### config.mk
export PLATFORM = sky130hd
export DESIGN_NAME = alu_arbiter
export DESIGN_NICKNAME = d
export VERILOG_FILES = /design/src/rtl/alu_arbiter.sv
export SDC_FILE = /design/constraint.sdc
export NUM_CORES = 1
export LEC_CHECK = 0
export ABC_AREA = 1
export CORE_MARGIN = 5
export CORE_UTILIZATION = 30
export DETAILED_ROUTE_END_ITERATION = 7
export PLACE_DENSITY = 0.76
export SYNTH_ARGS = -nofsm -noshare
export SYNTH_HDL_FRONTEND = slang
export SYNTH_SLANG_ARGS = --single-unit
### constraint.sdc
create_clock -name clk -period 1.9 [get_ports clk]
set_clock_uncertainty 0.1 [all_clocks]
set_input_delay 0.38 -clock clk [delete_from_list [all_inputs] [get_ports clk]]
set_output_delay 0.38 -clock clk [all_outputs]
set_load 0.01 [all_outputs]
### src/rtl/alu_arbiter.sv
// rtl/alu_arbiter.sv - two-requester round-robin front end for a shared ALU with watchdog
module alu_arbiter #(
  parameter int TIMEOUT = 15
) (
  input  logic        clk,
  input  logic        reset,
  input  logic        req0_valid,
  input  logic        req1_valid,
  input  logic [4:0]  req0_op,
  input  logic [4:0]  req1_op,
  input  logic [31:0] req0_a,
  input  logic [31:0] req0_b,
  input  logic [31:0] req1_a,
  input  logic [31:0] req1_b,
  output logic [1:0]  req_ready,
  output logic [1:0]  rsp_valid,
  output logic [31:0] rsp_result,
  output logic        rsp_fault,
  output logic        rsp_timeout,
  output logic        alu_available,
  output logic [4:0]  alu_op,
  output logic [31:0] alu_a,
  output logic [31:0] alu_b,
  input  logic [31:0] alu_out,
  input  logic        alu_busy,
  input  logic        alu_fault
);

  localparam logic [1:0] S_IDLE    = 2'd0;
  localparam logic [1:0] S_ISSUE   = 2'd1;
  localparam logic [1:0] S_WAIT    = 2'd2;
  localparam logic [1:0] S_RELEASE = 2'd3;

  localparam logic [7:0] TIMEOUT_CNT = 8'(TIMEOUT);

  logic [1:0] state;
  logic       grant;
  logic       last_grant;
  logic [7:0] wait_cnt;
  logic       accept;
  logic       winner;
  logic       wait_done;
  logic       wait_expired;

  // Arbitration and state-decoded outputs; reset masks every strobe in its own cycle
  always_comb begin
    winner       = (req0_valid && req1_valid) ? ~last_grant : req1_valid;
    accept       = !reset && (state == S_IDLE) && (req0_valid || req1_valid);
    req_ready    = accept ? (winner ? 2'b10 : 2'b01) : 2'b00;
    alu_available = !reset && ((state == S_ISSUE) || (state == S_WAIT));
    rsp_valid    = (!reset && (state == S_RELEASE)) ? (grant ? 2'b10 : 2'b01) : 2'b00;
    // The first WAIT cycle (count 0) never completes, so the ALU always sees a full handshake
    wait_done    = !alu_busy && (wait_cnt != 8'd0);
    wait_expired = (wait_cnt == TIMEOUT_CNT);
  end

  // Control FSM, operand latch, watchdog counter and response registers
  always_ff @(posedge clk) begin
    if (reset) begin
      state       <= S_IDLE;
      grant       <= 1'b0;
      last_grant  <= 1'b1;
      wait_cnt    <= 8'd0;
      alu_op      <= 5'd0;
      alu_a       <= 32'd0;
      alu_b       <= 32'd0;
      rsp_result  <= 32'd0;
      rsp_fault   <= 1'b0;
      rsp_timeout <= 1'b0;
    end else begin
      case (state)
        S_IDLE: begin
          if (accept) begin
            alu_op     <= winner ? req1_op : req0_op;
            alu_a      <= winner ? req1_a  : req0_a;
            alu_b      <= winner ? req1_b  : req0_b;
            grant      <= winner;
            last_grant <= winner;
            state      <= S_ISSUE;
          end
        end
        S_ISSUE: begin
          wait_cnt <= 8'd0;
          state    <= S_WAIT;
        end
        S_WAIT: begin
          if (wait_done) begin
            rsp_result  <= alu_out;
            rsp_fault   <= alu_fault;
            rsp_timeout <= 1'b0;
            state       <= S_RELEASE;
          end else if (wait_expired) begin
            rsp_result  <= 32'd0;
            rsp_fault   <= 1'b1;
            rsp_timeout <= 1'b1;
            state       <= S_RELEASE;
          end else begin
            wait_cnt <= wait_cnt + 8'd1;
          end
        end
        S_RELEASE: begin
          state <= S_IDLE;
        end
        default: begin
          state <= S_IDLE;
        end
      endcase
    end
  end

endmodule

==> results.md <==
| Metric | Value |
| --- | --- |
| Outcome | complete, but fails checks |
| Violations in the final reports | negative setup slack |
| Total length of routed wires | 18400 µm |
| Sort of element at the start of the critical path | input port |
| Worst-case setup slack after placement | -0.502 ns |
| Post-layout minimum cycle time | 1.97 ns |
| Root Buffer | clkbuf_16 |
| Number of sinks driven by the clock tree | 115 |
| Pre-antenna DRT Iters | 4 |
| Total power divided by cell area | 1010 nW/µm² |
| CTS clk-pin slew, worst paths | 0.05 ns |
| Lkg Pwr | 3.69 nW |
| Crit Path Category | in -> out |
| Maximum buffer depth of the clock tree | 2 |
| Total power of the final layout | 9.13 mW |
| Yosys cell types | 22 |
| Fraction of the yosys area taken by sequential cells | 45.0% |
| Tcrit/Tclk final | 104% |
| Horizontal extent of the die | 141 µm |
| Number of synthesized flops with an enable pin | 0 |
| Number of violations of the max-capacitance limit | 0 |
| Hold Vio Cnt, Final | 0 |
| Detailed Place HPWL | 13100 µm |
| Layout-stage area growth over the synthesis result | 76.8% |
| Overall via count from detail_route | 5901 |
| Synthesized area divided by synthesized cell count | 6.53 µm² |
| Maximum vdd drop | 0.621 mV |
| Syn Nets | 966 |
| Number of rows created at floorplan | 47 |
| Htree depth | 4 |
| Placeable core area | 16600 µm² |
| Origin of the worst setup path | req1_valid |
| Die H | 141 µm |
| Clock insertion delay at the later pin of the skew report | 0.40 ns |
| Clock tree from TritonCTS | built |
| Placed cell areas | 8280 µm² |
| Initial antenna violation count | 0 |
| Setup repair after global routing missed its margin | true |
| Critical path required time | 1.42 ns |
| Synthesized cell area | 5120 µm² |
| Element type at the critical path end | output port |
| Flop and latch count out of synthesis | 115 |
| Input/output buffers | 283 |
| Final number of max-transition violations | 0 |
| Global-route wire length before repair | 28400 µm |
| Residual DRC | 0 |
| DR WL/cell | 14.0 µm |
| Final RePlAce weighted congestion | 0.837 |
| Ratio of cells with drive above 1 in the final layout | 8.64% |
| Syn Inst Count | 784 |
| Number of global-route vias before repair | 5498 |
| Die ar. | 19800 µm² |
| Class of the worst hold path | in -> reg |
| Largest net degree at the start of global routing | 68 |
| Destination of the worst register-to-register timing path | rsp_result[8] |
| Worst-case reg-to-reg path depth | 9 |
| Overall fraction of global-route tracks in use | 17.7% |
| Worst reg-to-reg setup slack | 0.09 ns |
| Async set-or-reset flop fraction in the synthesized netlist | 0% |
| Initial DRC count | 335 |
| Remaining antenna violation count | 0 |
| Worst hold start | reset |
| Primary FF master, synth | dfxtp_1 |
| Post-Route Utilization | 54.4% |
| Number of instances on the worst hold path | 3 |
| Ys Warns | 0 |
| Total CTS buffers | 17 |
| Final setup violation count | 2 |
| Total Nets Final | 1257 |
| Arrival time of the worst setup path | 1.49 ns |
| Max Fclk | 507 MHz |
| Terminating pin of the worst hold path | alu_a[9] |
| Critical R2R Launch | wait_cnt[0] |
| Critical Path Fanout Max | 2 |
| Effective utilization at floorplan | 30.8% |
| Vias per std cell | 4.51 |
| Final instance area | 9050 µm² |
| # diodes | 0 |
| Final setup margin | -0.0719 ns |
| Top-level I/O count | 284 |
| Overall overflow remaining after global route | 0 |
| Worst slew margin relative to its limit | 50.5% |
| Transition time of the tightest slew-check pin | 0.743 ns |
## cells by family after synthesis
kind of cell    after synthesis  synth area share, %
xor+xnor                      1                0.171
fa+ha+maj                     6                 1.47
compound gates              125                 12.5
buf+inv                      70                 5.67
simple gates                467                 35.2
flops                       115                 45.0
## cells in the mapped netlist (3+ instances only)
library cell,number,area [µm²]
clkbuf_1,37,139
nand2_2,4,25.0
o21ai_0,7,35.0
nor2_2,3,18.8
nor2_1,8,30.0
buf_4,3,22.5
inv_1,20,75.1
a21oi_1,114,571
nand2_1,430,1610
nor3_1,3,15.0
nand3_1,17,85.1
buf_2,7,35.0
dfxtp_1,115,2300
ha_1,6,75.1
## cell usage in the layout (no fill, tap or decap), drive strengths merged
cell type / count
clkbuf: 23
clkinvlp: 2
inv: 22
bufinv: 4
xnor2: 1
dfxtp: 115
dlygate4sd2: 1
nor3: 3
a211oi: 1
nor2: 11
buf: 43
nand3: 17
nand2: 434
a21oi: 114
ha: 6
o211ai: 1
clkdlybuf4s50: 276
clkinv: 3
o21ai: 9
nand4: 2
## registers in the layout (all words and copies together) (netlist names)
name / cells
alu_op: 5
rsp_result: 32
alu_a: 32
state: 2
grant: 1
rsp_timeout: 1
rsp_fault: 1
alu_b: 32
wait_cnt: 8
last_grant: 1
## worst max-delay path: stages
cell	delay [ns]
clkdlybuf4s50_1	0.49
o21ai_4	0.20
nor2_4	0.05
buf_4	0.13
nand2_1	0.06
inv_1	0.04
buf_2	0.13
## how the worst max path moves through the flow
stage                     slack, ns           end  cells after the start
after global placement        -0.43  req_ready[0]                      6
final                         -0.07  req_ready[1]                      7
after CTS                     -0.11  req_ready[0]                      8
after global routing          -0.14  req_ready[0]                      8
after floorplan                0.06  req_ready[1]                      7
after detailed placement      -0.50  req_ready[0]                      6
## metrics by stage
stage / setup TNS (ns) / hold WS [ns] / std cells
after CTS: -0.108 / 0.274 / 1303
after floorplan: 0 / 0.333 / 784
after global placement: -13.56 / 0.346 / 1266
final: -0.134 / 0.291 / 1308
after global routing: -0.732 / 0.293 / 1308
after detailed placement: -18.40 / 0.350 / 1266
## power by group
part	leakage (nW)	total, mW	switching [mW]	internal (mW)
clock network	0.309	3.41	1.08	2.33
logic	2.45	2.89	1.46	1.43
registers	0.936	2.83	0.138	2.69
## cell type report
cell class,count,area [µm²]
multi-input combinational,599,2580
fill,1594,7590
clock buffer,23,488
inverter,22,85.1
tap,220,275
timing repair buffer,320,3160
sequential,115,2300
clock inverter,9,150
## repair_timing
item / CTS / global route
resized for setup: 37 / 8
hold buffers: 0 / 0
endpoints found under the hold margin: 0 / 0
setup endpoints to repair: 54 / 80
buffers inserted: 5 / 5
pin swaps: 3 / 5
## metal layers
metal / vias up / track usage (%) / share of wire, %
li1: 3036 / - / -
met1: 2637 / 19.3 / 39
met2: 201 / 32.0 / 51
met3: 27 / 6.54 / 8.4
met4: 0 / 5.46 / 1.9
met5: - / 0 / 0
Note: power is estimated with default switching activity, not from simulation.
